--- config.mk ---
export PLATFORM = sky130hd
export DESIGN_NAME = fetch_sequencer_flat
export DESIGN_NICKNAME = d
export VERILOG_FILES = /design/src/rtl/fetch_if.sv /design/src/rtl/fetch_sequencer.sv /design/src/flat_wrapper.sv
export SDC_FILE = /design/constraint.sdc
export NUM_CORES = 1
export LEC_CHECK = 0
export BUFFER_PORTS_ARGS = -buffer_cell sky130_fd_sc_hd__buf_2
export CAP_MARGIN = 0
export CORE_UTILIZATION = 56
export DETAILED_ROUTE_END_ITERATION = 8
export PLACE_DENSITY = 0.84
export SLEW_MARGIN = 20
export SYNTH_ARGS = -nofsm -noshare
export SYNTH_HDL_FRONTEND = slang
export SYNTH_SLANG_ARGS = --single-unit
--- constraint.sdc ---
create_clock -name clk -period 2.64 [get_ports clk]
set_input_delay 0.264 -clock clk [delete_from_list [all_inputs] [get_ports clk]]
set_output_delay 0.264 -clock clk [all_outputs]
set_load 0.05 [all_outputs]
--- src/rtl/fetch_if.sv ---
// Bus between the fetch sequencer and its host/decoder: start request,
// per-instruction branch/halt/busy results, and the PC/status outputs.
interface fetch_if #(
  parameter int PC_W  = 10,
  parameter int CNT_W = 16
);
  logic             start;
  logic             halt_instr;
  logic             branch;
  logic [PC_W-1:0]  branch_addr;
  logic             mem_busy;
  logic [PC_W-1:0]  pc;
  logic             instr_valid;
  logic             done;
  logic [CNT_W-1:0] cycle_count;

  // Handshake: start is a level request, taken only in IDLE/DONE. instr_valid
  // qualifies pc for the cycle; halt_instr/branch/branch_addr are meaningful
  // only while instr_valid=1. mem_busy stalls the current instruction.
  modport master (
    output start, halt_instr, branch, branch_addr, mem_busy,
    input  pc, instr_valid, done, cycle_count
  );

  modport slave (
    input  start, halt_instr, branch, branch_addr, mem_busy,
    output pc, instr_valid, done, cycle_count
  );
endinterface

--- src/rtl/fetch_sequencer.sv ---
// Program-counter controller: runs from an accepted start until HALT, follows
// branch results with no bubbles, and holds the PC during data-memory stalls.
module fetch_sequencer #(
  parameter int PC_W       = 10,
  parameter int START_ADDR = 0,
  parameter int CNT_W      = 16
) (
  input  logic       clk,
  input  logic       reset,
  fetch_if.slave     bus,
  output logic [1:0] dbg_state_o
);

  typedef enum logic [1:0] {
    S_IDLE = 2'd0,
    S_RUN  = 2'd1,
    S_WAIT = 2'd2,
    S_DONE = 2'd3
  } state_e;

  localparam logic [PC_W-1:0] START_PC = PC_W'(START_ADDR);

  state_e           state_q, state_d;
  logic [PC_W-1:0]  pc_q, pc_d;
  logic             done_q, done_d;
  logic [CNT_W-1:0] cnt_q, cnt_d;

  always_ff @(posedge clk) begin
    if (reset) begin
      state_q <= S_IDLE;
      pc_q    <= START_PC;
      done_q  <= 1'b0;
      cnt_q   <= '0;
    end else begin
      state_q <= state_d;
      pc_q    <= pc_d;
      done_q  <= done_d;
      cnt_q   <= cnt_d;
    end
  end

  always_comb begin
    state_d = state_q;
    pc_d    = pc_q;
    done_d  = done_q;
    cnt_d   = cnt_q;

    // Run length saturates rather than wrapping so long programs stay visible.
    if ((state_q == S_RUN || state_q == S_WAIT) && cnt_q != '1)
      cnt_d = cnt_q + CNT_W'(1);

    case (state_q)
      S_IDLE: begin
        pc_d = START_PC;
        if (bus.start) begin
          state_d = S_RUN;
          cnt_d   = '0;
        end
      end
      S_RUN: begin
        if (bus.halt_instr) begin
          state_d = S_DONE;
          done_d  = 1'b1;
        end else if (bus.mem_busy) begin
          state_d = S_WAIT;
        end else if (bus.branch) begin
          pc_d = bus.branch_addr;
        end else begin
          pc_d = pc_q + PC_W'(1);
        end
      end
      S_WAIT: begin
        if (!bus.mem_busy) begin
          pc_d    = pc_q + PC_W'(1);
          state_d = S_RUN;
        end
      end
      S_DONE: begin
        if (bus.start) begin
          state_d = S_RUN;
          done_d  = 1'b0;
          pc_d    = START_PC;
          cnt_d   = '0;
        end
      end
      default: state_d = S_IDLE;
    endcase
  end

  assign bus.pc          = pc_q;
  assign bus.instr_valid = (state_q == S_RUN);
  assign bus.done        = done_q;
  assign bus.cycle_count = cnt_q;
  assign dbg_state_o     = state_q;

endmodule
--- src/flat_wrapper.sv ---
// flat-port wrapper written by rule: the top's interface ports become plain ports
module fetch_sequencer_flat 
#(
  parameter int PC_W       = 10,
  parameter int START_ADDR = 0,
  parameter int CNT_W      = 16
)
  (clk, reset, dbg_state_o, bus_start, bus_halt_instr, bus_branch, bus_branch_addr, bus_mem_busy, bus_pc, bus_instr_valid, bus_done, bus_cycle_count);
  fetch_if #(.PC_W(PC_W), .CNT_W(CNT_W)) bus_i ();
  input  logic clk;
  input  logic reset;
  output logic [1:0] dbg_state_o;
  input wire logic [$bits(bus_i.start)-1:0] bus_start;
  input wire logic [$bits(bus_i.halt_instr)-1:0] bus_halt_instr;
  input wire logic [$bits(bus_i.branch)-1:0] bus_branch;
  input wire logic [$bits(bus_i.branch_addr)-1:0] bus_branch_addr;
  input wire logic [$bits(bus_i.mem_busy)-1:0] bus_mem_busy;
  output wire logic [$bits(bus_i.pc)-1:0] bus_pc;
  output wire logic [$bits(bus_i.instr_valid)-1:0] bus_instr_valid;
  output wire logic [$bits(bus_i.done)-1:0] bus_done;
  output wire logic [$bits(bus_i.cycle_count)-1:0] bus_cycle_count;
  assign bus_i.start = bus_start;
  assign bus_i.halt_instr = bus_halt_instr;
  assign bus_i.branch = bus_branch;
  assign bus_i.branch_addr = bus_branch_addr;
  assign bus_i.mem_busy = bus_mem_busy;
  assign bus_pc = bus_i.pc;
  assign bus_instr_valid = bus_i.instr_valid;
  assign bus_done = bus_i.done;
  assign bus_cycle_count = bus_i.cycle_count;
  fetch_sequencer #(.PC_W(PC_W), .START_ADDR(START_ADDR), .CNT_W(CNT_W)) u_core (.clk(clk), .reset(reset), .bus(bus_i), .dbg_state_o(dbg_state_o));
endmodule
### After elaboration in Yosys (flattened, before gate mapping)

Index checks and enable logic that the tools add are counted.

* register bits: 29
* memory bits (writable): 0
* bits in latches: 0
* word-level logic and storage cells: 42
* bits in read-only memories: 0
* memories: 0

* bitwise gates (word level): 0
* magnitude comparators: 0
* muxes and demuxes: 17
* multipliers: 0
* equality and inequality tests: 11
* shifts and indexed selects: 0
* divide/modulo/power cells: 0
* add/sub/neg operators: 2
* reduce and logical (&&, ||, !) cells: 8

Operators by type and width (count)
* 10-bit two-way mux: 5
* 16-bit two-way mux: 3
* 10-bit one-hot mux with 4 select lines: 1
* 16-bit by 1-bit adder with 16-bit output, second input constant: 1
* 16-bit != test, second input constant: 1
* 10-bit by 1-bit adder with 10-bit output, second input constant: 1
* 2-bit != test, second input constant: 5
* 2-bit two-way mux: 4
* 2-bit one-hot mux with 3 select lines: 1
* 3-bit AND reduction: 2
* 2-bit equality test, second input constant: 2
* 4-bit AND reduction: 1
* 3-bit != test, second input constant: 1
* 2-bit by 1-bit equality test with 1-bit output, second input constant: 1
* 2-bit logical NOT: 1
* 1-bit two-way mux: 2
* 2-bit by 1-bit != test with 1-bit output, second input constant: 1
* 1-bit one-hot mux with 2 select lines: 1
* 2-bit nonzero test: 1
* 2-bit OR reduction: 1
* 1-bit logical AND: 1
* 1-bit logical OR: 1

### Longest topological paths before layout

Gate-level depths: netlist of the first run.

* word-level depth: 6
* mapped depth: 7
* gate-level depth less buffers: 6

### Worst setup path before layout of the first run

OpenSTA, ideal clock, no wires.

* kind: reg-to-reg
* start: register u_core.state_q[0], in the netlist u_core.dbg_state_o[0]
* end: register u_core.pc_q[8], in the netlist u_core.bus.pc[8]
* cell stages (with the launch flop): 6
* setup slack: 0.307 ns
* period minus slack after synthesis: 2.333 ns
* data arrival time: 2.252 ns
* cell sequence: dfxtp_1 -> ha_1 -> nand2b_1 -> and2_1 -> or3_1 -> o2111ai_2

* cells in the longest elaborated chain, start to end: 3

Ends and longest elaborated chain
* start: declaration: RTL line fetch_sequencer.sv:23 `state_e state_q, state_d;`
* start signal: assignment: RTL line fetch_sequencer.sv:35 `state_q <= state_d;`
* 2-bit by 1-bit equality test with 1-bit output (*)
* named net bus_instr_valid: RTL line flat_wrapper.sv:19 `output wire logic [$bits(bus_i.instr_valid)-1:0] bus_instr_valid;`
* 2-bit != test (no line)
* 4-bit AND reduction (no line)
* end signal: assignment: RTL line fetch_sequencer.sv:36 `pc_q <= pc_d;`
* end: declaration: RTL line fetch_sequencer.sv:24 `logic [PC_W-1:0] pc_q, pc_d;`

Mark *: on every way through the listed nets, which the timed path passes. The rest lies on a longest branch.
A chain may end at the register's enable or synchronous reset.

### Worst setup path in the final report of the first run

* start: register u_core.state_q[0], in the netlist u_core.dbg_state_o[0]
* end: register u_core.cnt_q[13], in the netlist u_core.bus.cycle_count[13]

* cells in the longest elaborated chain, start to end: 6

Ends and longest elaborated chain
* 2-bit by 1-bit equality test with 1-bit output or 2-bit equality test (tied branches): RTL line fetch_sequencer.sv:49 `if ((state_q == S_RUN || state_q == S_WAIT) && cnt_q != '1)`
* 1-bit logical OR: RTL line fetch_sequencer.sv:49
* 1-bit logical AND: RTL line fetch_sequencer.sv:49
* 16-bit two-way mux: RTL line fetch_sequencer.sv:49
* 16-bit two-way mux: RTL line fetch_sequencer.sv:55, fetch_sequencer.sv:79
* 16-bit two-way mux (*)
* end signal: assignment: RTL line fetch_sequencer.sv:38 `cnt_q <= cnt_d;`
* end: declaration: RTL line fetch_sequencer.sv:26 `logic [CNT_W-1:0] cnt_q, cnt_d;`

Mark *: on every way between the ends. The rest lies on a longest branch, timed or not.

==> flow_summary_export.csv, run 1 <==
group,metric,value,unit
drt,routed_wl,4040,um
drt,vias,1793,
worst_setup_path,timing.rr.start,"u_core.dbg_state_o[0]$_SDFFE_PP0P_",
layout,nets,278,
synth,yosysWarnings,0,
worst_setup_path,worstSetupEndpointType,"flip-flop",
global_route,overflow,0,
layout,mostFrequentLayoutCells,"buf_2, dfxtp_1, nand2_1",
clock_tree,htreeDepth,2,
global_route,grt_pass1_wl,6730,um
sta,maxSlewHeadroom,67.4,%
global_route,grt.met1_usage,36.8,%
clock_tree,cts_sinks,29,
clock_tree,clock-root-buffer,"clkbuf_4",
layout,layout-drive-gt1-share,23.6,%
clock_tree,clk_latency,0.35,ns
global_route,busiest_layer,"met2",
status,status,"complete, but fails checks",
sta,skew,0.0126,ns
floorplan,die_y,57.5,um
clock_tree,cts_tree,"built",
placement,gp_congestion,0.835,
synth,synth.net_count,231,
worst_setup_path,critPathMaxFanout,14,
synth,syn-mean-instance-area,8.22,um2
worst_setup_path,cp-endpoint,"u_core.bus.cycle_count[13]$_SDFF_PP0_",
floorplan,core_area,0.00283,mm2
flow_run,max_cap_violations,0,
drt,antenna_left,0,
drt,drc_errors,3,
worst_setup_path,rrSetupSlack,0.49,ns
power,p_leak,0.853,nW
synth,synth-seq-area-share,33.6,%
sta,min_period_over_period,81.5,%
worst_setup_path,cp-startpoint,"u_core.dbg_state_o[0]$_SDFFE_PP0P_",
synth,synth.distinct_cells,43,
power,ir_drop,0.000445,V
sta,max_freq,465,MHz
worst_setup_path,arrival,2.43,ns
floorplan,rows,19,
drt,drt_iter0_drc,82,
clock_tree,path_clk_slew,0.10,ns
placement,port_buffers,45,
sta,worst_pin_slew,0.485,ns
placement,dp_hpwl,2910,um
drt,drtPass1Iterations,6,
clock_tree,cts_resized,0,
layout,design_area,0.00206,mm2
floorplan,die_w,57.5,um
sta,setup_viol_count_final,0,
global_route,grt_util_met3,4.08,%
power,pwr_density_cell,589,mW/mm2
placement,place_area,0.00197,mm2
floorplan,start_util,61.0,%
layout,area_growth,19.1,%
worst_hold_path,hold_class,"input pin to flip-flop",
global_route,grt_usage,26.3,%
clock_tree,clockBufferDepth,2,
sta,hold_viol,0,
global_route,grt_pass1_vias,1542,
status,violations,"DRC",
sta,grt_setup_unrepaired,"no",
sta,period_minus_slack,2.15,ns
floorplan,io_pins,46,
floorplan,dieArea,0.00331,mm2
worst_setup_path,r2r-end,"u_core.bus.cycle_count[13]$_SDFF_PP0_",
global_route,gr-usage-met2,38.9,%
synth,syn-instance-count,210,
drt,viasPerCell,6.20,
global_route,grt_max_degree,15,
global_route,antenna_found_initial,0,
worst_setup_path,crit_type,"flip-flop to flip-flop",
worst_setup_path,crit_path_start_kind,"flip-flop",
worst_setup_path,cp.required,2.92,ns
drt,wire_per_inst,14.0,um
sta,fin_tns_setup,0,ns
synth,ys_seq_elements,29,
clock_tree,holdBufCountCts,0,
worst_hold_path,hold_depth,3,
synth,syn_area,0.00173,mm2
clock_tree,cts_buffers,5,
layout,diodes,0,
clock_tree,postCtsSetupBuffers,0,
layout,layout_commonest_cell,"buf_2",
sta,drv_slew,0,
worst_setup_path,r2r_cells,6,
## registers in the layout (all words and copies together), names as in the netlist
signal                  count
u_core.bus.cycle_count     16
u_core.bus.done             1
u_core.dbg_state_o          2
u_core.bus.pc              10
## final cells by class
| type | instances | area, um2 |
|---|---|---|
| Tap cell | 31 | 38.8 |
| Clock buffer | 7 | 55.1 |
| Timing Repair Buffer | 45 | 225 |
| Multi-Input combinational cell | 167 | 1090 |
| Inverter | 9 | 33.8 |
| Fill cell | 228 | 773 |
| Clock inverter | 1 | 30.0 |
| Sequential cell | 29 | 581 |
## how the worst min path moves through the flow
stage                                          start                               endpoint
2_1_floorplan                     bus_branch_addr[6]          u_core.bus.pc[6]$_SDFFE_PP0P_
3_3_place_gp   u_core.bus.cycle_count[14]$_SDFF_PP0_  u_core.bus.cycle_count[14]$_SDFF_PP0_
3_5_place_dp    u_core.bus.cycle_count[7]$_SDFF_PP0_   u_core.bus.cycle_count[7]$_SDFF_PP0_
4_1_cts                           bus_branch_addr[5]          u_core.bus.pc[5]$_SDFFE_PP0P_
5_1_grt                           bus_branch_addr[8]          u_core.bus.pc[8]$_SDFFE_PP0P_
6_report                          bus_branch_addr[7]          u_core.bus.pc[7]$_SDFFE_PP0P_
## synth_stat cells (all sizes together)
cell / n / area share, %
or2: 1 / 0.36
buf: 1 / 0.22
a21oi: 20 / 5.8
o2111ai: 2 / 1.4
nand2b: 3 / 1.1
nand4: 8 / 3.6
and4b: 2 / 1.2
inv: 9 / 2.0
or4: 5 / 2.2
mux2i: 2 / 1.2
a31oi: 1 / 0.36
or3: 9 / 3.3
o211ai: 4 / 1.7
and3: 5 / 1.8
and3b: 1 / 0.51
and2: 3 / 1.1
nor2: 7 / 1.5
a32oi: 3 / 1.5
nand3b: 2 / 0.87
a211oi: 3 / 1.3
o21ai: 14 / 4.1
nor4: 3 / 2.3
nand2: 22 / 4.9
xnor2: 3 / 1.5
and4: 2 / 1.0
a221o: 1 / 0.58
dfxtp: 29 / 34
ha: 5 / 3.6
a21o: 3 / 1.3
clkbuf: 4 / 0.87
nand3: 9 / 3.3
o21a: 5 / 2.2
nor3: 6 / 2.0
o31ai: 8 / 3.5
a22oi: 5 / 2.2
## cells by family after synthesis
family	Yosys count	share of synthesized area, %
compound gates	69	25.9
xor+xnor	3	1.52
fa+ha+maj	5	3.63
buf+inv	14	3.05
flops	29	33.6
mux	2	1.16
simple gates	88	31.1
## through the flow
step / instances / hold slack, ns / total power, W / util [%] / setup WS [ns]
2_1_floorplan: 210 / 0.420 / 0.000743 / - / 0.307
3_3_place_gp: 281 / 0.499 / 0.000814 / 69.7 / 0.622
3_5_place_dp: 281 / 0.505 / 0.000818 / 69.7 / 0.536
4_1_cts: 289 / 0.145 / 0.00122 / 72.7 / 0.503
5_1_grt: 289 / 0.180 / 0.00126 / 72.7 / 0.348
6_report: 289 / 0.150 / 0.00121 / 72.7 / 0.488
## per-layer routing
metal | vias up | part of all wire [%]
met4 | 0 | 2.1
met5 | - | 0
met1 | 835 | 47
met2 | 50 | 45
met3 | 8 | 5.8
li1 | 900 | -
## critical path, cell delays in order, from the launching register on
cell and delay (ns):
dfxtp_1 0.39, inv_1 0.09, ha_1 0.45, and3b_1 0.35
nand4_1 0.21, or4_1 0.45, a21oi_1 0.16
## power by group
group / total [W] / internal, W / leakage, nW / switching (W)
combinational: 0.000329 / 0.0000957 / 0.573 / 0.000233
clock: 0.000398 / 0.000226 / 0.0455 / 0.000172
sequential: 0.000485 / 0.000458 / 0.235 / 0.0000270
total: 0.00121 / 0.000780 / 0.853 / 0.000432
(Power assumes the default switching activity.)
==> run 2, diff against run 1 <==
--- a/config.mk
+++ b/config.mk
@@ -7,9 +7,9 @@
 export LEC_CHECK = 0
 export BUFFER_PORTS_ARGS = -buffer_cell sky130_fd_sc_hd__buf_2
 export CAP_MARGIN = 0
-export CORE_UTILIZATION = 56
+export CORE_UTILIZATION = 52
 export DETAILED_ROUTE_END_ITERATION = 8
-export PLACE_DENSITY = 0.84
+export PLACE_DENSITY = 0.79
 export SLEW_MARGIN = 20
 export SYNTH_ARGS = -nofsm -noshare
 export SYNTH_HDL_FRONTEND = slang
==> constraint.sdc (replaced) <==
create_clock -name clk -period 2.23 [get_ports clk]
set_input_delay 0.223 -clock clk [delete_from_list [all_inputs] [get_ports clk]]
set_output_delay 0.223 -clock clk [all_outputs]
set_load 0.05 [all_outputs]
==> flow_summary_export.csv, run 2 (synthesized netlist as in run 1, its figures left out) <==
group,metric,value,unit
sta,skew,0.0181,ns
layout,final_cells,305,
global_route,grt_max_degree,14,
floorplan,dieArea,0.00355,mm2
floorplan,rows,20,
layout,area_growth,21.5,%
clock_tree,cts_buffers,5,
drt,vias,1771,
clock_tree,cts_tree,"built",
sta,maxSlewHeadroom,66.1,%
worst_setup_path,worstSetupEndpointType,"flip-flop",
drt,routed_wl,4090,um
drt,viasPerCell,5.81,
worst_setup_path,crit_family,"simple AND/OR/NAND/NOR gates",
worst_setup_path,path_buf_inv,1,
sta,worst_pin_slew,0.504,ns
clock_tree,cts_resized,0,
power,pwr_density_cell,685,mW/mm2
placement,dp_hpwl,3020,um
drt,wire_per_inst,13.4,um
clock_tree,clk_latency,0.36,ns
worst_setup_path,max_stage_delay,0.44,ns
global_route,grt_pass1_vias,1413,
layout,multi_input_area,0.00109,mm2
status,status,"finished, final reports clean",
placement,port_buffers,45,
clock_tree,postCtsSetupBuffers,0,
layout,register_area,581,um2
global_route,grt_pass1_wl,6440,um
sta,max_freq,489,MHz
layout,final_util,67.5,%
sta,grt_setup_unrepaired,"no",
drt,drtPass1Iterations,4,
clock_tree,path_clk_slew,0.11,ns
drt,drc_errors,0,
worst_setup_path,crit_path_start_kind,"flip-flop",
layout,design_area,0.00210,mm2
power,ir_drop,0.000527,V
floorplan,io_pins,46,
worst_setup_path,crit_chain,"inv_1 -> ha_1 -> and3b_1 -> nand4_1 -> or4_1 -> a21oi_1",
global_route,antenna_found_initial,0,
global_route,grt_usage,24.7,%
layout,diodes,0,
layout,fill_cells,274,
power,p_leak,0.863,nW
placement,place_area,0.00201,mm2
clock_tree,holdBufCountCts,0,
worst_setup_path,critPathMaxFanout,8,
layout,largest_register_ffs,16,
floorplan,core_area,0.00310,mm2
floorplan,start_util,55.6,%
layout,nets,281,
worst_setup_path,path_depth,6,
clock_tree,htreeDepth,2,
clock_tree,clockBufferDepth,2,
clock_tree,clock-root-buffer,"clkbuf_4",
sta,setup_viol_count_final,0,
placement,gp_congestion,0.827,
sta,hold_viol,0,
layout,mostFrequentLayoutCells,"buf_2, dfxtp_1, nand2_1",
floorplan,die_w,59.6,um
drt,antenna_left,0,
flow_run,max_cap_violations,0,
worst_setup_path,crit_path_top_delay_cell,"or4_1",
global_route,overflow,0,
worst_setup_path,crit_type,"flip-flop to flip-flop",
worst_hold_path,hold_class,"input pin to flip-flop",
worst_hold_path,hold_depth,3,
worst_setup_path,arrival,2.34,ns
sta,min_period_over_period,91.7,%
worst_setup_path,cp.required,2.53,ns
layout,layout-drive-gt1-share,25.3,%
sta,period_minus_slack,2.04,ns
sta,fin_tns_setup,0,ns
sta,drv_slew,0,
worst_setup_path,r2r_cells,6,
layout,layout_commonest_cell,"buf_2",
placement,dpl.cell_count,297,
clock_tree,cts_sinks,29,
floorplan,die_y,59.6,um
power,power.total,0.00144,W
drt,drt_iter0_drc,135,
==> run 2: cell count changes in the layout (fill, tap and decap cells not counted), sizes merged <==
cell      delta
clkbuf       -2
buf          +3
clkinv       +1
clkinvlp     +1
==> run 2: routing by layer <==
metal | vias to the layer above | GRT usage [%] | share of wire, %
met5 | - | 0 | 0
met4 | 0 | 11.0 | 1.8
met3 | 8 | 6.11 | 5.3
met2 | 47 | 36.0 | 44
met1 | 808 | 34.4 | 49
li1 | 908 | - | -
==> run 2: cell type report <==
| cell class | instances | area share (%) |
|---|---|---|
| Clock inverter | 3 | 2.21 |
| Inverter | 9 | 1.61 |
| Clock buffer | 5 | 1.79 |
| Tap cell | 44 | 2.63 |
| Timing Repair Buffer | 48 | 11.8 |
| Multi-Input combinational cell | 167 | 52.2 |
| Sequential cell | 29 | 27.7 |
==> run 2: worst paths after layout <==
| kind | to | slack (ns) | startpoint |
|---|---|---|---|
| worst min register to register | u_core.bus.cycle_count[14]$_SDFF_PP0_ | 0.52 | u_core.bus.cycle_count[14]$_SDFF_PP0_ |
| worst max register to register | u_core.bus.cycle_count[13]$_SDFF_PP0_ | 0.19 | u_core.dbg_state_o[0]$_SDFFE_PP0P_ |
| worst min-delay path | u_core.bus.pc[6]$_SDFFE_PP0P_ | 0.10 | bus_branch_addr[6] |
| worst max-delay path | u_core.bus.cycle_count[13]$_SDFF_PP0_ | 0.19 | u_core.dbg_state_o[0]$_SDFFE_PP0P_ |
==> run 2: per-stage QoR <==
| stage | worst slack, ns | hold WS [ns] |
|---|---|---|
| floorplan | 0.0475 | 0.379 |
| global placement | 0.288 | 0.465 |
| detailed placement | 0.217 | 0.470 |
| CTS | 0.181 | 0.0979 |
| global route | 0.0136 | 0.122 |
| finish | 0.185 | 0.101 |
==> run 2: worst reg2reg max path: stages (launching register included) <==
cell and delay, ns:
dfxtp_1 0.40, inv_1 0.08, ha_1 0.38, and3b_1 0.33, nand4_1 0.22, or4_1 0.44
a21oi_1 0.14
==> run 2: where the power goes <==
group / switching, W / internal, W
registers: 0.0000288 / 0.000542
logic: 0.000282 / 0.000129
clock network: 0.000217 / 0.000237
total: 0.000528 / 0.000908
